### src/rtl/systolic_row_feeder.sv
// Row feeder for the GF(2) systemizer array: accepts rows, skews them diagonally onto N
// column streams with start/finish tags. Optional bubble counter: SYSTOLIC_FEEDER_UNDERRUN_CNT_EN.
module systolic_row_feeder #(
  parameter int N    = 8,
  parameter int ROWS = 8
) (
  input  logic         clk,
  input  logic         rst,
  input  logic         go,
  input  logic [N-1:0] row_in,
  input  logic         row_valid,
  output logic         row_ready,
  output logic [N-1:0] data_out,
  output logic [N-1:0] start_out,
  output logic [N-1:0] finish_out,
  output logic         busy,
  output logic         done,
  output logic         underrun
`ifdef SYSTOLIC_FEEDER_UNDERRUN_CNT_EN
  ,
  output logic [15:0]  underrun_cnt
`endif
);

  localparam int RW = $clog2(ROWS + 1);
  localparam int PW = $clog2(N + 1);
  localparam logic [RW-1:0] ROW_LAST = RW'(ROWS - 1);
  localparam logic [PW-1:0] PH_LAST  = PW'(N - 1);

  localparam logic [2:0] S_IDLE   = 3'd0;
  localparam logic [2:0] S_LOAD   = 3'd1;
  localparam logic [2:0] S_STREAM = 3'd2;
  localparam logic [2:0] S_DRAIN  = 3'd3;
  localparam logic [2:0] S_FLUSH  = 3'd4;

  logic [2:0]    r_state;
  logic [RW-1:0] r_row_cnt;
  logic [PW-1:0] r_phase;
  logic          r_done;
  logic          r_underrun;

  logic          w_hs;
  logic [N-1:0]  w_v_data;
  logic          w_v_start;
  logic          w_v_finish;

  assign row_ready = (r_state == S_LOAD) || (r_state == S_STREAM);
  assign w_hs      = row_valid && row_ready;
  assign busy      = (r_state != S_IDLE);
  assign done      = r_done;
  assign underrun  = r_underrun;

  // Unskewed vector for this cycle; bubbles and idle cycles are all-zero.
  always_comb begin
    w_v_data   = '0;
    w_v_start  = 1'b0;
    w_v_finish = 1'b0;
    case (r_state)
      S_LOAD: begin
        if (w_hs) begin
          w_v_data  = row_in;
          w_v_start = 1'b1;
        end
      end
      S_STREAM: if (w_hs) w_v_data = row_in;
      S_DRAIN:  w_v_finish = 1'b1;
      default:  ;
    endcase
  end

  // NOTE: all sequential state uses non-blocking assignments so every flop samples pre-edge values.
  always_ff @(posedge clk) begin
    if (rst) begin
      r_state    <= S_IDLE;
      r_row_cnt  <= '0;
      r_phase    <= '0;
      r_done     <= 1'b0;
      r_underrun <= 1'b0;
    end else begin
      r_done <= 1'b0;
      case (r_state)
        S_IDLE: begin
          if (go) begin
            r_state    <= S_LOAD;
            r_underrun <= 1'b0;
            r_row_cnt  <= '0;
            r_phase    <= '0;
          end
        end
        S_LOAD: begin
          if (w_hs) begin
            r_row_cnt <= RW'(1);
            r_state   <= (ROWS == 1) ? S_DRAIN : S_STREAM;
          end
        end
        S_STREAM: begin
          if (w_hs) begin
            r_row_cnt <= r_row_cnt + RW'(1);
            if (r_row_cnt == ROW_LAST) r_state <= S_DRAIN;
          end else begin
            r_underrun <= 1'b1;
          end
        end
        S_DRAIN: begin
          if (r_phase == PH_LAST) begin
            r_phase <= '0;
            r_state <= S_FLUSH;
          end else begin
            r_phase <= r_phase + PW'(1);
          end
        end
        S_FLUSH: begin
          if (r_phase == PH_LAST) begin
            r_phase <= '0;
            r_state <= S_IDLE;
            r_done  <= 1'b1;
          end else begin
            r_phase <= r_phase + PW'(1);
          end
        end
        default: r_state <= S_IDLE;
      endcase
    end
  end

`ifdef SYSTOLIC_FEEDER_UNDERRUN_CNT_EN
  logic [15:0] r_underrun_cnt;
  assign underrun_cnt = r_underrun_cnt;

  always_ff @(posedge clk) begin
    if (rst) begin
      r_underrun_cnt <= '0;
    end else if (r_state == S_IDLE && go) begin
      r_underrun_cnt <= '0;
    end else if (r_state == S_STREAM && !w_hs && r_underrun_cnt != 16'hFFFF) begin
      r_underrun_cnt <= r_underrun_cnt + 16'd1;
    end
  end
`endif

  // Column j is a (1+j)-deep shift register of {data, start, finish}.
  for (genvar j = 0; j < N; j++) begin : g_col
    logic [2:0] r_pipe [0:j];

    // NOTE: the skew flops are few and must come up clean after an abort, so they are reset.
    always_ff @(posedge clk) begin
      if (rst) begin
        for (int k = 0; k <= j; k++) r_pipe[k] <= '0;
      end else begin
        r_pipe[0] <= {w_v_data[j], w_v_start, w_v_finish};
        for (int k = 1; k <= j; k++) r_pipe[k] <= r_pipe[k-1];
      end
    end

    assign data_out[j]   = r_pipe[j][2];
    assign start_out[j]  = r_pipe[j][1];
    assign finish_out[j] = r_pipe[j][0];
  end

endmodule
### config.mk
export PLATFORM = sky130hd
export DESIGN_NAME = systolic_row_feeder
export DESIGN_NICKNAME = d
export VERILOG_FILES = /design/src/rtl/systolic_row_feeder.sv
export SDC_FILE = /design/constraint.sdc
export NUM_CORES = 1
export LEC_CHECK = 0
export ABC_CLOCK_PERIOD_IN_PS = 1750
export CAP_MARGIN = 20
export CORE_MARGIN = 1
export CORE_UTILIZATION = 25
export CTS_CLUSTER_SIZE = 14
export DETAILED_ROUTE_END_ITERATION = 10
export PLACE_DENSITY = 0.52
export SLEW_MARGIN = 20
export SYNTH_ARGS = -nofsm -noshare
export SYNTH_HDL_FRONTEND = slang
export SYNTH_SLANG_ARGS = --single-unit
### constraint.sdc
create_clock -name clk -period 1.75 [get_ports clk]
set_input_delay 0.2625 -clock clk [delete_from_list [all_inputs] [get_ports clk]]
set_output_delay 0.2625 -clock clk [all_outputs]
set_load 0.02 [all_outputs]
==> impl_metrics.py <==
metrics = {
    "die": {
        "dieArea_sq_um": 9867,
        "num_io_pins": 40,
        "die_w_um": 99.34,
        "die_h_um": 99.34,
        "rows": 35,
        "start_util_pct": 25.76,
        "core_area_sq_um": 9196,
    },
    "sta": {
        "finalCritPeriodShare_pct": 92.09,
        "rsz0062_at_grt": "no",
        "skew_ns": 0.005345,
        "tns_ns": 0,
        "fmaxAchievable_mhz": 620.5,
        "hold_slack_ns": 0.3051,
        "slew-limit-headroom_pct": 71.50,
        "tightest_slew_ns": 0.4270,
        "period_needed_ns": 1.612,
        "slew_viol_final": 0,
        "hold_viol": 0,
        "setup_viol": 0,
    },
    "power": {
        "power.switching_mw": 1.149,
        "intPower_mw": 2.669,
        "leakage_nw": 1.103,
        "vdd_drop_max_uv": 419.8,
        "p_clk_share_pct": 33.9,
        "p_seq_share_pct": 42.5,
        "switching_share_pct": 30.09,
        "power-per-cell-area_nw_per_um2": 1294,
        "p_comb_share_pct": 23.6,
    },
    "layout": {
        "diodes": 0,
        "multiInputGateArea_sq_um": 832.0,
        "fillers": 965,
        "area_delta_synth_final_pct": 24.56,
        "drive_gt1_share_pct": 13.33,
        "sequential_cell_area_sq_um": 1301,
        "fin_nets": 264,
        "final_common_cell": "dfxtp_1",
        "most-common-layout-cells": "dfxtp_1, nor2b_1, clkdlybuf4s50_1, and2_1, clkbuf_8",
    },
    "cts": {
        "cts_max_level": 3,
        "cts_buffers": 9,
        "clk_pin_slew_ns": 0.07,
        "cts_tree": "built",
        "postCtsSetupRepairBufs": 0,
        "cts_buffer_depth": 2,
        "clk_latency_ns": 0.33,
        "numClockSinks": 65,
        "root_buffer": "clkbuf_8",
    },
    "global_routing": {
        "grt_pass1_vias": 1364,
        "antenna_found_initial": 0,
        "grt_util_all_layers_pct": 9.124,
        "grt_pass1_wl_um": 6762,
        "grt_max_degree": 47,
        "overflow": 0,
    },
    "routing": {
        "drtPass1Iterations": 5,
        "post_drt_wl_per_cell_um": 11.41,
        "vias": 1521,
        "ant_nets": 0,
        "drcViolationCount": 0,
        "drtIter0Drc": 42,
        "vias_per_cell": 4.156,
        "wl_um": 4175,
    },
    "worst_hold_path": {
        "min_path_type": "input port to flip-flop",
    },
    "synth": {
        "synth_warnings": 0,
        "yosysSeqAreaShare_pct": 54.94,
        "synth_edf_count": 0,
        "synth_fp_nets": 239,
        "yosysUniqueCellTypes": 44,
        "synth_async_sr_flop_share_pct": 0,
        "syn_avg_cell_area_sq_um": 10.53,
        "netlist_instances": 225,
        "synthFlopType": "dfxtp_1",
        "netlist_area_sq_um": 2369,
        "synth-seq-cells": 65,
    },
    "job": {
        "drv_cap": 0,
    },
    "placed_design": {
        "numPortBuffers": 39,
        "place_hpwl_um": 2704,
        "gp_congestion": 0.7795,
    },
    "setup_path": {
        "end_kind": "output pin",
        "r2r_slack_ns": 0.18,
        "cp.arrival_ns": 1.35,
        "critical_path_class": "flip-flop to output pin",
        "required_ns": 1.49,
        "cp_max_fo": 3,
        "crit_path_start_kind": "flip-flop",
    },
    "run_status": {
        "outcome": "finished, final reports clean",
    },
}
[path summary, 6_finish.rpt]
kind	start	to	cells after the start
setup / recovery	r_state[2]	busy	2
hold / removal	rst	underrun	2
setup reg to reg	r_state[2]	r_state[2]	5
hold reg to reg	g_col[7].r_pipe[0][5]	g_col[7].r_pipe[0][8]	1
[power by group through the flow]
stage	Clock [mW]	Sequential (mW)	Combinational, mW
6_report	1.29	1.62	0.902
5_1_grt	1.43	1.63	0.984
4_1_cts	1.36	1.62	0.910
3_5_place_dp	0	1.66	0.934
3_3_place_gp	0	1.65	0.926
2_1_floorplan	0	1.64	0.621
[layer usage]
metal  share of wire [%]  vias up  track usage [%]
li1                    -      780                -
met1                  50      685            12.13
met2                  42       44            12.23
met3                 5.4       12            2.670
met4                 2.9        0            7.127
met5                   0        -                0
[synthesized netlist by cell type (all sizes together) (2+ instances only)]
cell     n  area share, %
dfxtp   65             55
nor2b   43             11
buf     27            8.2
and2    11            3.0
nand2    7            1.1
clkbuf   6           0.95
inv      5           0.79
nand3    5            1.1
nor2     5           0.90
mux2i    4            1.7
nand3b   4            1.3
o21ai    4           0.85
a21oi    3           0.63
a31oi    3           0.79
nor3     3           0.63
o22ai    3            1.1
a311oi   2           0.74
a41oi    2           0.74
and3     2           0.53
ha       2            1.1
o31ai    2            1.1
[flip-flops by register name (all words and copies together), names as in the netlist]
name / count
r_phase: 4
underrun: 1
r_state: 3
r_row_cnt: 4
done: 1
g_col.r_pipe: 52
[cell type report]
class                   instances  share of cell area [%]
well taps                     111                   4.707
inverters                       5                  0.6361
flip-flops and latches         65                   44.11
multi-input cells             122                   28.20
clock buffers                  10                   4.665
repair buffers                 47                   15.44
clock inverters                 6                   2.248
[kinds of logic (layout without fill, tap and decap cells)]
| logic type | after synthesis | after routing | share of synthesized area [%] |
|---|---|---|---|
| and+or+nand+nor | 89 | 89 | 23.35 |
| DFF | 65 | 65 | 54.94 |
| buffers and inverters | 38 | 68 | 9.931 |
| AOI/OAI and AO/OA | 26 | 26 | 8.664 |
| muxes | 4 | 4 | 1.691 |
| adders and majority gates | 2 | 2 | 1.056 |
| xor gates and xnor gates | 1 | 1 | 0.3699 |
[per-stage QoR]
stage	std cells	area (sq um)	utilization (%)	setup slack [ns]	power (mW)
2_1_floorplan	225	2369	-	0.4302	2.264
3_3_place_gp	350	2749	29.89	0.07636	2.578
3_5_place_dp	350	2749	29.89	0.04656	2.590
4_1_cts	366	2950	32.08	0.09606	3.893
5_1_grt	366	2950	32.08	0.03746	4.051
6_report	366	2950	32.08	0.1384	3.818
[critical path: stages, from the launching register on]
cell and delay (ns):
dfxtp_1 0.32, or3_1 0.36, dlygate4sd2_1 0.33
[repair_timing]
item | 4_1_cts | 5_1_grt
gates resized for setup | 2 | 0
setup endpoints to repair | 2 | 0
hold buffers | 0 | 0
No activity file was read; power rests on OpenSTA's default activity.
